[src/rtl/sem_cmd_arb.sv]
// Round-robin arbiter funnelling NCH level-SEND command requesters onto one
// SEM controller command handshake, with per-channel ACK timeout and completion flags.
module sem_cmd_arb #(
  parameter int unsigned NCH     = 4,
  parameter int unsigned CMD_W   = 8,
  parameter int unsigned TMO_W   = 16,
  parameter int unsigned TIMEOUT = 1000,
  localparam int unsigned SEL_W  = (NCH > 1) ? $clog2(NCH) : 1
) (
  input  logic               CLK,
  input  logic               RST,
  input  logic [NCH-1:0]     SEND,
  input  logic [NCH*CMD_W-1:0] CMD,
  input  logic               ACK,
  output logic               READY,
  output logic [CMD_W-1:0]   CMD_OUT,
  output logic [SEL_W-1:0]   CH_SEL,
  output logic [NCH-1:0]     DONE,
  output logic [NCH-1:0]     TMO_ERR,
  output logic [1:0]         SEM_STATE
);

  typedef enum logic [1:0] {
    S_IDLE  = 2'b00,
    S_GAP   = 2'b01,
    S_READY = 2'b10
  } state_t;

  localparam bit              TMO_EN   = (TIMEOUT != 0);
  localparam logic [TMO_W-1:0] TMO_LAST = (TIMEOUT == 0) ? '0 : TMO_W'(TIMEOUT - 1);

  state_t             r_state;
  state_t             w_state_nxt;
  logic [NCH-1:0]     r_armed;
  logic [SEL_W-1:0]   r_last;
  logic [CMD_W-1:0]   r_cmd_out;
  logic [SEL_W-1:0]   r_ch_sel;
  logic [NCH-1:0]     r_done;
  logic [NCH-1:0]     r_tmo_err;
  logic [TMO_W-1:0]   r_cnt;

  logic [NCH-1:0]     w_req;
  logic               w_found;
  logic [SEL_W-1:0]   w_grant;
  logic [NCH-1:0]     w_grant_oh;
  logic [CMD_W-1:0]   w_grant_cmd;
  logic [NCH-1:0]     w_sel_oh;
  logic               w_grant_ev;
  logic               w_ack_ev;
  logic               w_tmo_ev;
  int unsigned        w_best;
  int unsigned        w_dist;

  // Rotating priority: distance 0 is the channel just after the last grant.
  always_comb begin
    w_req       = SEND & r_armed;
    w_found     = 1'b0;
    w_grant     = '0;
    w_grant_oh  = '0;
    w_grant_cmd = '0;
    w_best      = NCH;
    w_dist      = 0;
    for (int unsigned i = 0; i < NCH; i++) begin
      w_dist = (i + 2 * NCH - 1 - 32'(r_last)) % NCH;
      if (w_req[i] && (w_dist < w_best)) begin
        w_best      = w_dist;
        w_found     = 1'b1;
        w_grant     = SEL_W'(i);
        w_grant_oh  = '0;
        w_grant_oh[i] = 1'b1;
        w_grant_cmd = CMD[i*CMD_W +: CMD_W];
      end
    end
  end

  always_comb begin
    w_sel_oh = '0;
    for (int unsigned i = 0; i < NCH; i++) begin
      w_sel_oh[i] = (r_ch_sel == SEL_W'(i));
    end
  end

  always_comb begin
    w_state_nxt = r_state;
    w_grant_ev  = 1'b0;
    w_ack_ev    = 1'b0;
    w_tmo_ev    = 1'b0;
    unique case (r_state)
      S_IDLE: begin
        if (w_found) begin
          w_grant_ev  = 1'b1;
          w_state_nxt = S_READY;
        end
      end
      S_READY: begin
        if (ACK) begin
          w_ack_ev    = 1'b1;
          w_state_nxt = S_GAP;
        end else if (TMO_EN && (r_cnt == TMO_LAST)) begin
          w_tmo_ev    = 1'b1;
          w_state_nxt = S_GAP;
        end
      end
      S_GAP:   w_state_nxt = S_IDLE;
      default: w_state_nxt = S_IDLE;
    endcase
  end

  always_ff @(posedge CLK or posedge RST) begin
    if (RST) begin
      r_state   <= S_IDLE;
      r_armed   <= '1;
      r_last    <= SEL_W'(NCH - 1);
      r_cmd_out <= '0;
      r_ch_sel  <= '0;
      r_done    <= '0;
      r_tmo_err <= '0;
      r_cnt     <= '0;
    end else begin
      r_state <= w_state_nxt;
      r_done  <= '0;
      // Completion clears the arm even if SEND is low that cycle; it re-arms on the next low cycle.
      if (w_ack_ev || w_tmo_ev) begin
        r_armed <= (r_armed | ~SEND) & ~w_sel_oh;
      end else begin
        r_armed <= r_armed | ~SEND;
      end
      if (w_grant_ev) begin
        r_cmd_out <= w_grant_cmd;
        r_ch_sel  <= w_grant;
        r_last    <= w_grant;
        r_tmo_err <= r_tmo_err & ~w_grant_oh;
        r_cnt     <= '0;
      end else if ((r_state == S_READY) && (r_cnt != '1)) begin
        r_cnt <= r_cnt + 1'b1;
      end
      if (w_ack_ev) begin
        r_done <= w_sel_oh;
      end
      if (w_tmo_ev) begin
        r_tmo_err <= r_tmo_err | w_sel_oh;
      end
    end
  end

  assign READY     = (r_state == S_READY);
  assign CMD_OUT   = r_cmd_out;
  assign CH_SEL    = r_ch_sel;
  assign DONE      = r_done;
  assign TMO_ERR   = r_tmo_err;
  assign SEM_STATE = r_state;

endmodule

[config.mk]
export PLATFORM = sky130hd
export DESIGN_NAME = sem_cmd_arb
export DESIGN_NICKNAME = d
export VERILOG_FILES = /design/src/rtl/sem_cmd_arb.sv
export SDC_FILE = /design/constraint.sdc
export NUM_CORES = 1
export LEC_CHECK = 0
export BUFFER_PORTS_ARGS = -buffer_cell sky130_fd_sc_hd__buf_2
export CAP_MARGIN = 10
export CELL_PAD_IN_SITES_DETAIL_PLACEMENT = 0
export CELL_PAD_IN_SITES_GLOBAL_PLACEMENT = 1
export CORE_MARGIN = 3
export CORE_UTILIZATION = 36
export CTS_CLUSTER_DIAMETER = 120
export DETAILED_ROUTE_END_ITERATION = 10
export PLACE_DENSITY = 0.82
export SLEW_MARGIN = 20
export SYNTH_ARGS = -nofsm -noshare
export SYNTH_HDL_FRONTEND = slang
export SYNTH_SLANG_ARGS = --single-unit
[constraint.sdc]
create_clock -name CLK -period 3.9 [get_ports CLK]
set_input_delay 0.585 -clock CLK [delete_from_list [all_inputs] [get_ports CLK]]
set_output_delay 0.585 -clock CLK [all_outputs]
set_load 0.1 [all_outputs]
==> impl_metrics.yaml <==
clock_tree:
  clk_pin_slew_worst_paths_ns: 0.08
  cts_tree: "built"
  cts_sinks: 42
  clk_latency_ns: 0.29
  cts_inserted_buffers: 5
  clockBufferDepth: 2
  cts.htree.levels: 2
  cts_root_buf: "clkbuf_8"
sta:
  fin_tns_setup_ns: 0
  holdWs_ns: 0.409
  fmax_mhz: 268
  relSlewSlack_pct: 54.5
  final_max_slew_viol_count: 0
  finalHoldViolCount: 0
  setup_viol: 0
  finalClockSkew_ns: 0.00787
  rsz0062_at_grt: "no"
  fin_crit_ns: 3.73
  tightest_slew_ns: 0.683
  period_share_pct: 95.7
synthesis:
  ys_types: 56
  synthArstFlopShare_pct: 100
  syn_inst: 232
  syn_avg_cell_area_um2: 9.89
  ys.flop_type: "dfrtp_1"
  synth_nets: 275
  ys_seq_area_share_pct: 46.1
  syn_area_um2: 2290
  ys_warn_count: 0
  synth_seq_cells: 42
  synth_edf_count: 0
floorplan:
  num_rows: 28
  initial_core_util_pct: 37.9
  die_x_um: 85.8
  die_height_um: 85.8
  dieArea_um2: 7370
  design.core.area_um2: 6060
  ios: 60
global_routing:
  antenna_found_initial: 0
  grt_first_pass_wirelength_um: 10200
  overflow: 0
  grt_pass1_vias: 2097
  grt_usage_pct: 17.3
  grt_max_degree: 43
critical_path:
  cp-end-kind: "flop"
  crit_path_max_fanout: 8
  crit_path_start_kind: "flop"
  r2r_cells: 17
  worst_r2r_endpoint: "CMD_OUT[1]"
  r2r_start: "r_armed[0]"
  cp.required_ns: 4.07
  criticalPathCategory: "reg2reg"
  arrival_ns: 3.91
  reg2reg_setup_slack_ns: 0.17
cells_and_area:
  postLayoutCoreUtil_pct: 46.1
  syn2layout_area_growth_pct: 21.8
  layout.nets: 340
  n_antenna_cell: 0
  seq_area_um2: 1060
  layout-drive-gt1-share_pct: 29.2
  post-route-cell-area_um2: 2800
  nFillCells: 586
  multi_input_area_um2: 1150
placement:
  dpl_cell_area_um2: 2700
  finalWeightedCongestion: 0.965
  dp.final_hpwl_um: 4330
  numPortBuffers: 59
routing:
  finalWirelength_um: 5980
  vias_per_cell: 5.72
  drt_iter0_drc: 121
  drc_errors: 0
  drtPass1Iterations: 4
  vias: 2133
  avgRoutedWirePerCell_um: 16.0
  ant_nets: 0
pwr:
  power.density_nw_per_um2: 907
  p_leak_nw: 1.30
  max-vdd-ir-drop_v: 0.000560
flow_run:
  cap_violations: 0
min_path:
  hp-class: "in2async"
outcome:
  status: "finished, final reports clean"
## cell usage after synthesis, types with 4 or more instances
cell type,number,area share [%]
dfrtp_1,36,39
nand2_1,18,2.9
o21ai_0,14,3.1
inv_1,13,2.1
a32oi_1,12,4.6
nor2_1,12,2.0
a221oi_1,9,3.4
o21ai_1,9,2.0
a21oi_1,8,1.7
nand3_1,7,1.5
dfstp_2,6,6.9
a211oi_1,5,1.6
or3_1,5,1.4
xnor2_1,5,1.9
clkbuf_1,4,0.65
ha_1,4,2.2
nand4_1,4,1.1
nor3_1,4,0.87
## layer usage
metal / global-route usage [%] / vias to the layer above / routed length (um)
li1: - / 1016 / -
met1: 24.4 / 1033 / 2870
met2: 25.9 / 76 / 2670
met3: 4.51 / 8 / 374
met4: 5.32 / 0 / 68
met5: 0 / - / 0
## flip-flops by register name, indices dropped and copies added, names as in the netlist
| name | flops |
|---|---|
| CH_SEL | 2 |
| CMD_OUT | 8 |
| DONE | 4 |
| SEM_STATE | 2 |
| TMO_ERR | 4 |
| r_armed | 4 |
| r_cnt | 16 |
| r_last | 2 |
## kinds of logic after synthesis
| logic type | count (synthesis) | synth area share [%] |
|---|---|---|
| muxes | 2 | 0.927 |
| DFF | 42 | 46.1 |
| AOI/OAI and AO/OA | 86 | 27.4 |
| buffers and inverters | 21 | 4.20 |
| and+or+nand+nor | 69 | 16.1 |
| adders and majority gates | 4 | 2.18 |
| xor gates and xnor gates | 8 | 3.05 |
## area by class of cell
cell class | count | share of cell area, %
multi-input combinational | 169 | 41.3
clock buffer | 8 | 2.86
inverter | 13 | 1.75
sequential | 42 | 37.9
timing repair buffer | 66 | 12.9
tap | 75 | 3.36
## through the flow
stage / total power, mW / std cells / worst slack [ns]
2_1_floorplan: 1.92 / 232 / 0.148
3_3_place_gp: 2.23 / 365 / 0.165
3_5_place_dp: 2.26 / 365 / 0.0335
4_1_cts: 2.53 / 373 / 0.129
5_1_grt: 2.71 / 373 / 0.0154
6_report: 2.54 / 373 / 0.166
## placed cells by master (no fill, tap or decap), types with 6 or more instances in the layout
cell type  count
o21ai_1        9
buf_4          6
nand2_1       18
a221oi_1       8
a32oi_1       12
a21oi_1        8
dfstp_2        6
o21ai_0       14
dfrtp_1       36
nor2_1        12
nand3_1        7
buf_2         59
inv_1         13
## worst max-delay path, stage by stage, from the launching register on
cell	delay, ns
dfstp_2	0.57
and2_1	0.18
nand2_1	0.09
ha_1	0.21
a211oi_1	0.21
a21oi_1	0.08
o22a_1	0.21
ha_1	0.32
inv_1	0.06
a221oi_2	0.21
o22ai_1	0.14
mux2_2	0.29
ha_1	0.27
o31a_1	0.16
a21oi_2	0.07
buf_4	0.17
a221oi_1	0.25
o21ai_1	0.13
## report_power, final
part	internal, mW	switching (mW)	total (mW)
combinational	0.468	1.13	1.60
sequential	0.560	0.106	0.666
clock	0.127	0.143	0.270
total	1.15	1.38	2.54
## worst max-delay path by stage
stage | cells past startpoint | end | from
4_1_cts | 15 | CMD_OUT[1] | r_last[0]
2_1_floorplan | 17 | CMD_OUT[0] | r_last[0]
3_5_place_dp | 18 | CMD_OUT[1] | SEND[0]
6_report | 17 | CMD_OUT[1] | r_armed[0]
3_3_place_gp | 18 | CMD_OUT[1] | SEND[0]
5_1_grt | 17 | CMD_OUT[1] | r_armed[0]
## timing repair
action                                  in CTS  in global routing
hold buffers                                 0                  0
endpoints found under the setup margin       0                 14
hold endpoints to repair                     0                  0
resized for setup                            0                  2
buffers inserted                             0                  0
Note: power is estimated with default switching activity, not from simulation.
